**config.mk**
```make
export PLATFORM = sky130hd
export DESIGN_NAME = gate_chk_fifo
export DESIGN_NICKNAME = d
export VERILOG_FILES = /design/src/rtl/gate_chk_pkg.sv /design/src/rtl/gate_chk_fifo.sv
export SDC_FILE = /design/constraint.sdc
export NUM_CORES = 1
export LEC_CHECK = 0
export ABC_AREA = 1
export CORE_MARGIN = 3
export CORE_UTILIZATION = 45
export DETAILED_ROUTE_END_ITERATION = 16
export HOLD_SLACK_MARGIN = 0.08
export PLACE_DENSITY = 0.67
export SYNTH_ARGS = -nofsm -noshare
export SYNTH_HDL_FRONTEND = slang
export SYNTH_SLANG_ARGS = --single-unit
```
**constraint.sdc**
```tcl
create_clock -name clk -period 3 [get_ports clk]
set_clock_uncertainty 0.1 [all_clocks]
set_input_delay 0.6 -clock clk [delete_from_list [all_inputs] [get_ports clk]]
set_output_delay 0.6 -clock clk [all_outputs]
set_load 0.01 [all_outputs]
```
**src/rtl/gate_chk_pkg.sv**
```systemverilog
// Shared types and err-vector bit indices for the gate result checker.
// Bit order of err follows the gate port order of the checked DUT.
package gate_chk_pkg;
    localparam int NUM_GATES = 10;
    localparam int ERR_AND   = 0;
    localparam int ERR_OR    = 1;
    localparam int ERR_NOTA  = 2;
    localparam int ERR_NOTB  = 3;
    localparam int ERR_XOR   = 4;
    localparam int ERR_XNOR  = 5;
    localparam int ERR_BUFA  = 6;
    localparam int ERR_BUFB  = 7;
    localparam int ERR_NAND  = 8;
    localparam int ERR_NOR   = 9;

    typedef struct packed {
        logic [1:0]           ab;
        logic [NUM_GATES-1:0] err;
    } gate_rec_t;
endpackage

```
**src/rtl/gate_chk_fifo.sv**
```systemverilog
// Show-ahead synchronous FIFO of gate_rec_t records; head reads as zero when empty.
// Push is ignored when full and pop when empty, so a full FIFO never admits a same-cycle push.
module gate_chk_fifo
    import gate_chk_pkg::*;
#(
    parameter int DEPTH = 4
) (
    input  logic      clk,
    input  logic      rst,
    input  logic      i_push,
    input  gate_rec_t i_wdat,
    input  logic      i_pop,
    output gate_rec_t o_rdat,
    output logic      o_full,
    output logic      o_empty
);
    localparam int AW = $clog2(DEPTH);

    logic [AW:0] r_wr_ptr;
    logic [AW:0] r_rd_ptr;
    gate_rec_t   r_mem [DEPTH];
    logic        w_full;
    logic        w_empty;
    logic        w_wr_en;
    logic        w_rd_en;

    // Extra pointer MSB distinguishes full from empty when the index bits match.
    assign w_full  = (r_wr_ptr[AW] != r_rd_ptr[AW]) && (r_wr_ptr[AW-1:0] == r_rd_ptr[AW-1:0]);
    assign w_empty = (r_wr_ptr == r_rd_ptr);
    assign w_wr_en = i_push && !w_full;
    assign w_rd_en = i_pop && !w_empty;

    always_ff @(posedge clk or posedge rst) begin
        if (rst) begin
            r_wr_ptr <= '0;
            r_rd_ptr <= '0;
        end else begin
            if (w_wr_en) r_wr_ptr <= r_wr_ptr + 1'b1;
            if (w_rd_en) r_rd_ptr <= r_rd_ptr + 1'b1;
        end
    end

    always_ff @(posedge clk) begin
        if (w_wr_en) r_mem[r_wr_ptr[AW-1:0]] <= i_wdat;
    end

    assign o_rdat  = w_empty ? '0 : r_mem[r_rd_ptr[AW-1:0]];
    assign o_full  = w_full;
    assign o_empty = w_empty;
endmodule

```
==> key figures <==
Global routing
  • GR Util All Layers: between 10% and 20%
  • GR Util met1: 20.5%
  • First-pass GRT wire length: 7090 µm
  • Initial antenna violation count: 0
  • Met3 Use GR: under 10%
  • Met2 GRT Util: 23.8%
  • Global route overflow: 0
  • Vias in the first global route: 1467
  • Global route hottest layer: met2
  • Largest net degree at the start of global routing: 27

Drt
  • Post-DR vias/cell: about 4.7
  • Via count: ~1500
  • DRC Markers: 0
  • Pre-antenna DRT Iters: 4
  • Routed Antenna Nets: 0
  • Routed length per instance: around 13 µm
  • Final wirelength: 4140 µm
  • Starting DRT DRC Count: 79

Pwr
  • PD cells: 1010 mW/mm²
  • Leakage power: 1.16 nW
  • Total power: a little under 3 mW
  • VDD IR max: 484 µV

Setup path
  • Critical-path cell list: buf_4, nor2_1, nor2_1, o21ai_0, o21ai_1, nand2_1, inv_1, clkdlybuf4s50_1
  • Crit end category: primary output
  • Crit path kind: reg -> out
  • Largest stage delay on the critical path: 0.53 ns
  • Most Frequent Cell on Critical Path: nor2_1
  • Req. time, crit path: 2.30 ns
  • CP max stage cell: clkdlybuf4s50_1
  • Worst-path fanout max: 18
  • Startpoint types: flop
  • Worst EP arrival: approximately 2.1 ns

Status
  • Status: finished clean

Cells and area
  • Nets: around 270
  • P&R area growth vs syn: 19.2%
  • Fill cells: 447
  • Util after Layout: 57.9%
  • Seq. cell area: 0.00159 mm²
  • Design area: 0.00286 mm²
  • Share of layout cells above drive strength 1: 9.16%
  • Multi-input gate area: about 640 µm²
  • Fin cells: approximately 320
  • Antenna cell count: 0

Place
  • Placed cell count: 310
  • Number of buffers added on ports: 29
  • Pre-CTS WS: around 0.45 ns
  • Post-DP Area: 0.00275 mm²
  • Hpwl dp: 2660 µm
  • RD Place Congestion: 0.735

Synth
  • Synth Flop Type: edfxtp_1
  • Cell accounting for the most synthesized area: edfxtp_1
  • Synth top area share: 60.0%
  • Asr flop ratio synth: 11.1%
  • FF+latch count, synth: 54
  • Top post-synthesis cells by area: edfxtp_1, dfrtp_1, nor2_1
  • Cell area after synthesis: 0.00240 mm²
  • Mean Syn Cell Area: 11.1 µm²
  • Sequential fraction of the synthesis area: about two thirds
  • Ys Warns: 0
  • Syn_nets: between 200 and 250
  • EDFF count, synth: 48
  • Netlist cell types: 17
  • Cells after Synth: 217

CTS
  • Root buffer cell: clkbuf_8
  • Clk_lat worst skew: 0.30 ns
  • CTS Buf Count: 5
  • CTS H-tree depth: 2
  • Clock-pin transition on the worst setup and hold timing paths: 0.09 ns
  • Setup bufs post-CTS: 0
  • CTS Buffer Depth: 2
  • Num Clock Sinks: 54
  • CTS tree: built

Timing
  • Measured slew at the worst slew-check pin: 0.315 ns
  • Endpoints failing hold: 0
  • Pins Over Slew Limit: 0
  • Min Tclk post-route: around 2.8 ns
  • Setup ws final: 0.248 ns
  • RSZ-0062 raised after global routing: no
  • Fin Setup TNS: 0 ns
  • Hold slack: between 0.4 and 0.5 ns
  • Final Setup Violations: 0
  • Fmax: 0.363 GHz
  • Worst rel slew slack: 79.0%
  • Fin crit share: 91.7%

Run
  • Max cap viols: 0

Floorplan
  • Die X: 79.1 µm
  • Floorplan core area: 0.00494 mm²
  • Initial Utilization: 48.6%
  • Num rows: 25
  • Die Area: 0.00625 mm²
  • Die height: 79.1 µm
  • Io pins: 30

Worst hold path
  • HP Class: in -> async
[power by group]
| group | total (mW) | leakage [nW] | internal (mW) | switching [mW] |
|---|---|---|---|---|
| combinational | 1.30 | 0.588 | 0.580 | 0.717 |
| sequential | 1.13 | 0.512 | 1.01 | 0.122 |
| clock | 0.478 | 0.0562 | 0.249 | 0.229 |
[path summary, 6_finish.rpt]
| check | endpoint | from | cells after the start | slack, ns |
|---|---|---|---|---|
| setup / recovery | o_rdat[10] | r_rd_ptr[0] | 8 | 0.25 |
| hold / removal | r_wr_ptr[2] | rst | 2 | 0.42 |
| setup reg to reg | r_mem[3][10] | r_rd_ptr[0] | 7 | 1.24 |
| hold reg to reg | r_wr_ptr[1] | r_wr_ptr[1] | 2 | 0.49 |
| max in group asynchronous | r_rd_ptr[1] | rst | 2 | 2.15 |
| min in group clk | r_wr_ptr[1] | r_wr_ptr[1] | 2 | 0.49 |
[worst max-delay path: cells and delay by family, from the launching register on]
| family | cells | cell delay (ns) |
|---|---|---|
| compound gates | 2 | 0.18 |
| buf+inv | 3 | 0.85 |
| flops | 1 | 0.52 |
| simple gates | 3 | 0.21 |
[cells in the mapped netlist (3+ instances only)]
master    count
buf_2         4
buf_6         4
dfrtp_1       6
edfxtp_1     48
ha_1          5
inv_1        24
nand2_1      33
nand2_2       3
nand3_1       6
nor2_1       40
o21ai_0      27
o21ai_1       9
[state kept, by name, indices dropped and copies added, names as in the netlist]
register  cells
r_mem        48
r_rd_ptr      3
r_wr_ptr      3
[layout make-up]
class                      instances  share of cell area (%)
tap                               67                    2.93
inverter                          25                    3.45
timing repair buffer              35                    11.7
multi-input combinational        129                    22.4
clock buffer                       5                    2.40
sequential                        54                    55.7
clock inverter                     3                    1.49
[repair_timing]
action | CTS | global route
endpoints found under the setup margin | 0 | 13
resized for setup | 0 | 2
hold buffers | 0 | 0
[cell families (layout without fill, tap and decap cells)]
| group | count (synthesis) | after routing | synth area share (%) |
|---|---|---|---|
| adders and majority gates | 5 | 5 | 2.60 |
| buffers and inverters | 34 | 68 | 7.13 |
| xor gates and xnor gates | 2 | 2 | 0.729 |
| DFF | 54 | 54 | 66.2 |
| and+or+nand+nor | 86 | 86 | 15.8 |
| AOI/OAI and AO/OA | 36 | 36 | 7.50 |
[placed cells by master (no fill, tap or decap)]
| master | instances |
|---|---|
| o21ai_1 | 9 |
| dfrtp_2 | 2 |
| nand2_4 | 2 |
| edfxtp_1 | 48 |
| inv_1 | 24 |
| clkinv_1 | 1 |
| clkbuf_8 | 5 |
| clkdlybuf4s50_1 | 29 |
| nand3_4 | 2 |
| nand2_2 | 3 |
| buf_4 | 6 |
| dfrtp_1 | 4 |
| o21ai_0 | 27 |
| xor2_1 | 2 |
| bufinv_16 | 1 |
| inv_6 | 2 |
| nor2_1 | 40 |
| ha_1 | 5 |
| nand2_1 | 33 |
| nand3_1 | 6 |
[metal layers]
layer,wire length (µm),vias to the layer above
met1,1980,683
met4,48,0
met2,1990,21
met3,117,4
li1,-,784
met5,0,-
Power figures use the tool's default switching activity.
==> edit: new RTL, same flow settings <==
Make the reset (`rst`) synchronous in one clocked block.
--- a/src/rtl/gate_chk_fifo.sv
+++ b/src/rtl/gate_chk_fifo.sv
@@ -30,7 +30,7 @@
     assign w_wr_en = i_push && !w_full;
     assign w_rd_en = i_pop && !w_empty;
 
-    always_ff @(posedge clk or posedge rst) begin
+    always_ff @(posedge clk) begin
         if (rst) begin
             r_wr_ptr <= '0;
             r_rd_ptr <= '0;
Behaviour: differs if rst is asserted again (counterexample within 4 cycles, from zero or initial values and one cycle with rst high); with rst held inactive, the same outputs for 10 cycles.
==> edit against the original RTL <==
Count of clock-buffer cells in the layout stayed put. Synthesized area is 0.73% higher. Design area is 0.39% higher. Sequential cell count is 2 higher. Synthesized cell count is 5.1% higher. Via count is 7.2% higher. Cell count is 4.7% higher. Routed wire length is 2.9% higher. Setup slack worse by 67 ps. First-iteration DRC count is 46% lower. Largest cell class unchanged.
Power is not compared: it rests on default switching activity, and its combinational part moved more than twofold at a synthesized area within 25%.
==> edit: results (changes against the original RTL) <==
WHS 478 ps (+56.9 ps); syn nets 249 (+4.6%); initial DRC count 43 (-46%); post-synthesis cell type count 19 (+2); Post-synth EDFFs 48 (unchanged); status finished clean; VDD IR max 0.329 mV; critical path arrival 2120 ps (+70 ps); synth warn 0 (unchanged); max reg flops 48 (unchanged); R2R depth 7 (unchanged); CP max stage delay 560 ps (+30 ps); worst hold-check path type reg -> reg; worst-path fanout max 14 (-4); Seq area share 55.7% (about the same); r2r startpoint r_wr_ptr[1]; nets@finish 283 (+4.4%); non-clock inverter count in the final layout 29 (+16%); flop-to-flop setup slack 1310 ps (+70 ps); area of the multi-input gates 643 um^2 (+0.39%); Synth area leaders edfxtp_1 60%, nor2_1 7.3%, dfxtp_1 6.6%; Async S/R FF share, synth 0% (-11 points); Seq/Total Area, Yosys 66.1% (about the same); grt met3 use 2.95% (-0.23 points); Worst path slowest cell dfxtp_1; Total GRT Usage 14.6% (-0.39 points); vias per cell 4.80 (+2.4%); number of global-route vias before repair 1,553 (+5.9%); hpwl dp 2760 um (+3.8%); first-pass GRT wire length 6970 um (-1.7%); Routed WL 4260 um (+2.9%); clk sinks 56 (+3.7%); Primary FF master, synth edfxtp_1; clk cell area share 3.00% (-0.89 points); comb_multi_in 135 (+4.7%); Crit Reg-Reg Endpoint r_mem[3][1]; # diodes 0 (unchanged); Tightest Pin Transition 388 ps (+72.8 ps); CP endpoint o_rdat[3]; layout cells sized above 1 8.37% (-0.80 points); fill count 499 (+12%); Placed Area 2790 um^2 (+1.4%); Synth top cells by count 48 x edfxtp_1, 47 x nor2_1, 29 x nand2_1, 29 x o21ai_0, 25 x inv_1; met1 GRT Util 17.2% (-3.3 points); pin count of the biggest net entering global routing 25 (-7.4%); routability cong. 0.688 (-6.4%); Clk Latency, worst-skew pair 310 ps; GRT met2 Usage 25.8% (+2.0 points); signal buffers share of area 12.1% (+0.39 points); die area 6300 um^2 (+0.67%)
-- edit: cell types whose count changed in the layout (fill, tap and decap cells not counted), sizes merged, moves of 4 or more --
cell	unedited run	this run
nor2	40	47
dfrtp	6	0
a21oi	0	6
dfxtp	0	8
nand2	38	32
inv	26	30
-- edit: cells by family after synthesis --
kind of cell | after synthesis | synth area share, %
flops | 56 | 66.1
buf+inv | 37 | 7.29
simple gates | 87 | 14.9
xor+xnor | 1 | 0.362
compound gates | 42 | 8.68
fa+ha+maj | 5 | 2.58
-- edit: stage by stage --
step / std cells / setup WS, ps / utilization [%] / power, mW
final: 333 / 181 / 55.9 / 1.78
after global routing: 333 / 17.0 / 55.9 / 1.88
after CTS: 333 / 151 / 55.9 / 1.80
after detailed placement: 325 / 520 / 54.3 / 1.40
after global placement: 325 / 568 / 54.3 / 1.39
after floorplan: 228 / 1150 / - / 1.21
-- edit: per-layer routing --
layer	part of all wire, %	up-vias
li1	-	823
met1	44	747
met2	51	23
met3	3.0	7
met4	1.8	0
met5	0	-
